[src/rtl/io_sequencer.sv]
// io_sequencer
// ------------
// Multi-cycle sequencer for the IN / OUT / HLT instructions. It sits between
// the control unit and the PC / register-file write path.
//   IN  : stalls the PC until the operator presses the (conditioned) button,
//         then commits the switch value as a single register write.
//   OUT : latches dadoOut into the display register without stalling.
//   HLT : freezes the core until reset.
//
// Optional feature macro: IO_DEBOUNCE_EN
//   defined   -> button level is accepted only after DEBOUNCE_CYCLES
//                consecutive cycles of a stable new level.
//   undefined -> the synchronized button is used directly (for simulation
//                or boards with hardware-debounced buttons); DEBOUNCE_CYCLES
//                is ignored.
//
// Ports
//   clock          in   system clock, rising edge
//   reset_n        in   asynchronous active-low reset
//   escreverIn     in   IN decoded by the control unit
//   escreverOut    in   OUT decoded by the control unit
//   halt           in   HLT decoded by the control unit
//   escreveR       in   register write request from the control unit
//   botao          in   raw asynchronous active-high push button
//   chaves         in   raw switches (quasi-static)
//   dadoOut        in   register value driven for OUT
//   pcEnable       out  PC may advance this cycle (combinational)
//   escreveRGated  out  final register-file write enable (combinational)
//   dadoIn         out  captured switch value, zero-extended (registered)
//   display        out  last OUT value (registered)
//   esperando      out  waiting on the operator (registered)
//   halted         out  core halted (registered)
module io_sequencer #(
  parameter int DATA_WIDTH      = 32,
  parameter int SW_WIDTH        = 16,
  parameter int DEBOUNCE_CYCLES = 500000
) (
  input  logic                  clock,
  input  logic                  reset_n,
  input  logic                  escreverIn,
  input  logic                  escreverOut,
  input  logic                  halt,
  input  logic                  escreveR,
  input  logic                  botao,
  input  logic [SW_WIDTH-1:0]   chaves,
  input  logic [DATA_WIDTH-1:0] dadoOut,
  output logic                  pcEnable,
  output logic                  escreveRGated,
  output logic [DATA_WIDTH-1:0] dadoIn,
  output logic [DATA_WIDTH-1:0] display,
  output logic                  esperando,
  output logic                  halted
);

  // Elaboration-time parameter sanity check.
  if (DEBOUNCE_CYCLES < 1 || SW_WIDTH > DATA_WIDTH) begin : g_bad_param
    $error("io_sequencer: DEBOUNCE_CYCLES must be >= 1 and SW_WIDTH <= DATA_WIDTH");
  end

  typedef enum logic [2:0] {
    S_EXEC         = 3'd0,
    S_WAIT_RELEASE = 3'd1,
    S_WAIT_PRESS   = 3'd2,
    S_COMMIT       = 3'd3,
    S_HALTED       = 3'd4
  } state_t;

  state_t r_state;
  state_t w_next;

  logic r_sync1;
  logic r_sync2;
  logic w_deb;
  logic w_pc;
  logic w_wr;

  // Two-flop synchronizer for the asynchronous button.
  always_ff @(posedge clock or negedge reset_n) begin
    if (!reset_n) begin
      r_sync1 <= 1'b0;
      r_sync2 <= 1'b0;
    end else begin
      r_sync1 <= botao;
      r_sync2 <= r_sync1;
    end
  end

`ifdef IO_DEBOUNCE_EN
  localparam int CNT_W = (DEBOUNCE_CYCLES > 1) ? $clog2(DEBOUNCE_CYCLES) : 1;

  logic [CNT_W-1:0] r_cnt;
  logic             r_deb;

  // The counter measures how long the synchronized level has disagreed with
  // the accepted level; any agreement restarts the measurement.
  always_ff @(posedge clock or negedge reset_n) begin
    if (!reset_n) begin
      r_cnt <= '0;
      r_deb <= 1'b0;
    end else if (r_sync2 != r_deb) begin
      if (r_cnt == CNT_W'(DEBOUNCE_CYCLES - 1)) begin
        r_deb <= ~r_deb;
        r_cnt <= '0;
      end else begin
        r_cnt <= r_cnt + 1'b1;
      end
    end else begin
      r_cnt <= '0;
    end
  end

  assign w_deb = r_deb;
`else
  assign w_deb = r_sync2;
`endif

  // State register
  always_ff @(posedge clock or negedge reset_n) begin
    if (!reset_n) begin
      r_state <= S_EXEC;
    end else begin
      r_state <= w_next;
    end
  end

  // Next-state logic. halt outranks escreverIn in EXEC. WAIT_RELEASE makes
  // sure a button still held from a previous IN cannot satisfy this one.
  always_comb begin
    w_next = r_state;
    case (r_state)
      S_EXEC: begin
        if (halt) begin
          w_next = S_HALTED;
        end else if (escreverIn) begin
          w_next = S_WAIT_RELEASE;
        end
      end
      S_WAIT_RELEASE: if (!w_deb) w_next = S_WAIT_PRESS;
      S_WAIT_PRESS:   if (w_deb)  w_next = S_COMMIT;
      S_COMMIT:       w_next = S_EXEC;
      S_HALTED:       w_next = S_HALTED;
      default:        w_next = S_EXEC;
    endcase
  end

  // Output logic. COMMIT is the cycle in which the IN instruction retires.
  always_comb begin
    w_pc = 1'b0;
    w_wr = 1'b0;
    case (r_state)
      S_EXEC: begin
        if (!halt && !escreverIn) begin
          w_pc = 1'b1;
          w_wr = escreveR;
        end
      end
      S_COMMIT: begin
        w_pc = 1'b1;
        w_wr = 1'b1;
      end
      default: begin
        w_pc = 1'b0;
        w_wr = 1'b0;
      end
    endcase
  end

  // Gating with reset_n keeps the core frozen while reset is held.
  assign pcEnable      = reset_n & w_pc;
  assign escreveRGated = reset_n & w_wr;

  // Registered outputs. esperando/halted follow the state being entered so
  // they line up with the state register.
  always_ff @(posedge clock or negedge reset_n) begin
    if (!reset_n) begin
      dadoIn    <= '0;
      display   <= '0;
      esperando <= 1'b0;
      halted    <= 1'b0;
    end else begin
      if (r_state == S_EXEC && !halt && !escreverIn && escreverOut) begin
        display <= dadoOut;
      end
      if (r_state == S_WAIT_PRESS && w_deb) begin
        dadoIn <= DATA_WIDTH'(chaves);
      end
      esperando <= (w_next == S_WAIT_RELEASE) || (w_next == S_WAIT_PRESS);
      halted    <= (w_next == S_HALTED);
    end
  end

endmodule

[config.mk]
export PLATFORM = sky130hd
export DESIGN_NAME = io_sequencer
export DESIGN_NICKNAME = d
export VERILOG_FILES = /design/src/rtl/io_sequencer.sv
export SDC_FILE = /design/constraint.sdc
export NUM_CORES = 1
export LEC_CHECK = 0
export CAP_MARGIN = 10
export CORE_UTILIZATION = 40
export CTS_CLUSTER_DIAMETER = 40
export CTS_CLUSTER_SIZE = 24
export DETAILED_ROUTE_END_ITERATION = 8
export GPL_ROUTABILITY_DRIVEN = 1
export PLACE_DENSITY = 0.81
export SLEW_MARGIN = 40
export SYNTH_ARGS = -nofsm -noshare
export SYNTH_HDL_FRONTEND = slang
export SYNTH_SLANG_ARGS = --single-unit
[constraint.sdc]
create_clock -name clock -period 1.8 [get_ports clock]
set_input_delay 0.27 -clock clock [delete_from_list [all_inputs] [get_ports clock]]
set_output_delay 0.27 -clock clock [all_outputs]
set_load 0.1 [all_outputs]
==> flow_summary.yaml <==
sta:
  fin_crit_ns: 2.01
  finalSetupViolations: 2
  period_share: 1.12
  rsz0062_at_grt: "true"
  fmaxAchievable_mhz: 497
  setup_ws_ns: -0.210
  fin_skew_ns: 0.00957
  hold_viol_final: 0
  slew_viol_final: 0
placement:
  post-place-ws_ns: -0.305
  gp_congestion: 0.774
  place_hpwl_um: 3620
  post_dp_cell_area_um2: 3440
  port-buffer-count: 106
logic_synthesis:
  seq_area_frac_synth: 0.574
  ys_seq_elements: 55
  postSynthCellCount: 147
  yosysUniqueCellTypes: 22
  synth.avg_cell_area_um2: 16.3
  synthTopCellsByArea: "dfrtp_1, mux2_4, mux2_2, buf_4, buf_6"
  synth_area_um2: 2400
  synth_top_area_share: 0.574
  synth_top_area_cell: "dfrtp_1"
  yosysWarningCount: 0
clock_network:
  clk_latency_ns: 0.31
  numCtsBuffers: 5
  cts-root-buf: "clkbuf_8"
  cts.sinks: 55
  clock_path_buffers: 2
  htreeDepth: 2
  cts_tree: "done"
  clk_pin_slew_ns: 0.10
  postCtsSetupBuffers: 0
route:
  ant_nets: 0
  routed_wl_um: 4690
  vias: 1497
  drtPass1Iterations: 4
  drt_iter0_markers: 37
  routedWlPerCell_um: 14.0
  drc_errors: 0
  vias_per_cell: 4.47
job:
  max-cap-violations: 0
global_routing:
  grt_pass1_vias: 1597
  gr-usage-all-layers: 0.156
  grt_pass1_wl_um: 7400
  antenna_found_initial: 0
  overflow: 0
  grt_max_degree: 29
floorplanning:
  rows: 27
  fp.coreArea_um2: 5640
  die-height_um: 79.4
  io_pins: 123
  start_util: 0.425
  die_w_um: 79.4
  dieArea_um2: 6300
layout:
  drive_above_1_share: 0.483
  fin_area_um2: 3550
  area_growth_syn_to_layout_pct: 48.0
  final_core_util: 0.629
  antenna_cells: 0
  layout_common_cells: "buf_4, dfrtp_1, clkdlybuf4s50_1"
  fillers: 452
  final_nets: 317
  final_common_cell: "buf_4"
setup_path:
  critPathMaxFanout: 2
  crit_type: "input pin to primary output"
  start_kind: "input pin"
  critical_path_required_ns: 1.53
  arrival_ns: 1.74
  setup.worst_path.end_class: "primary output"
power:
  p_int_mw: 2.21
  pwr-share-clk: 0.160
  ir_drop_v: 0.000760
  power_switching_share: 0.486
  p_leak_nw: 1.85
  switchingPower_mw: 2.09
  p_comb_frac: 0.489
  pwr-share-seq: 0.351
  powerDensity_nw_per_um2: 1210
run_status:
  violations: "negative setup slack"
  status: "finished, violations left"
worst_hold_path:
  hold_class: "register to register"
[path summary, 6_finish.rpt]
path | startpoint | cells after the start | end | slack, ns
max in group asynchronous | reset_n | 3 | display[25]$_DFFE_PN0P_ | 0.98
worst max register to register | r_state[0]$_DFF_PN0_ | 5 | dadoIn[3]$_DFFE_PN0P_ | 0.21
worst max-delay path | halt | 6 | pcEnable | -0.21
worst min-delay path | r_sync1$_DFF_PN0_ | 0 | r_sync2$_DFF_PN0_ | 0.36
worst min register to register | r_sync1$_DFF_PN0_ | 0 | r_sync2$_DFF_PN0_ | 0.36
min in group asynchronous | reset_n | 3 | dadoIn[14]$_DFFE_PN0P_ | 0.55
[stage by stage]
stage	instances	hold WS (ns)	power, mW	TNS [ns]
final	335	0.364	4.30	-0.381
after global routing	335	0.390	4.47	-0.544
after global placement	326	0.332	3.62	-2.24
after CTS	335	0.367	4.35	-0.527
after floorplan	162	-0.0256	3.18	-0.754
after detailed placement	326	0.334	3.64	-4.48
[state kept, by name (all words and copies together), names as in the netlist]
signal / cells
display: 32
dadoIn: 16
esperando: 1
r_state: 3
r_sync1: 1
r_sync2: 1
halted: 1
[power by group through the flow]
stage	logic, mW	clock network (mW)	registers [mW]
floorplan	0.418	0	2.76
global placement	2.09	0	1.53
detailed placement	2.12	0	1.53
CTS	2.11	0.724	1.51
global route	2.16	0.776	1.53
finish	2.10	0.687	1.51
[cells in the mapped netlist]
cell      instances
o21bai_1          1
nand2b_4          1
nor3b_1           1
mux2_2           18
buf_2             1
xor2_1            1
nor2b_1           1
or2_2             1
nor4b_1           1
mux2_4           30
nor4_4            1
nor2_1            2
o21a_1            2
dfrtp_1          55
buf_6             4
conb_1            1
nand3b_4          1
or3b_2            1
buf_4            18
a22oi_1           1
a21oi_1           4
nor3b_4           1
[kinds of logic after synthesis]
kind of cell | after synthesis | share of synthesized area
and+or+nand+nor | 11 | 0.0496
other | 1 | 0.00157
DFF | 55 | 0.574
muxes | 48 | 0.273
AOI/OAI and AO/OA | 8 | 0.0209
xor gates and xnor gates | 1 | 0.00366
buffers and inverters | 23 | 0.0773
[metal layers]
| layer | share of wire | track usage | vias to the layer above | wire, um |
|---|---|---|---|---|
| met2 | 0.50 | 0.274 | 77 | 2320 |
| met1 | 0.42 | 0.183 | 715 | 1970 |
| met5 | 0 | 0 | - | 0 |
| met3 | 0.080 | 0.0446 | 2 | 376 |
| li1 | - | - | 703 | - |
| met4 | 0.0051 | 0.0527 | 0 | 24 |
[timing repair]
| item | in CTS | in global routing |
|---|---|---|
| gates resized for setup | 0 | 1 |
| pin swaps | 2 | 1 |
| hold buffers | 1 | 0 |
| endpoints found under the hold margin | 33 | 0 |
| gates cloned | 0 | 0 |
| endpoints found under the setup margin | 2 | 2 |
[worst max-delay path: stages]
cell and delay [ns]:
clkdlybuf4s50_1 0.48, nor4_4 0.34, a21oi_2 0.09, buf_4 0.15, nor3b_4 0.20, buf_12 0.20
[final cells by class]
class                   count  area, um2  area share
clock inverters             3       22.5     0.00635
flip-flops and latches     55       1380       0.388
multi-input cells          84        921       0.260
repair buffers            116       1070       0.301
well taps                  72       90.1      0.0254
clock buffers               5       68.8      0.0194
No activity file was read; power rests on OpenSTA's default activity.
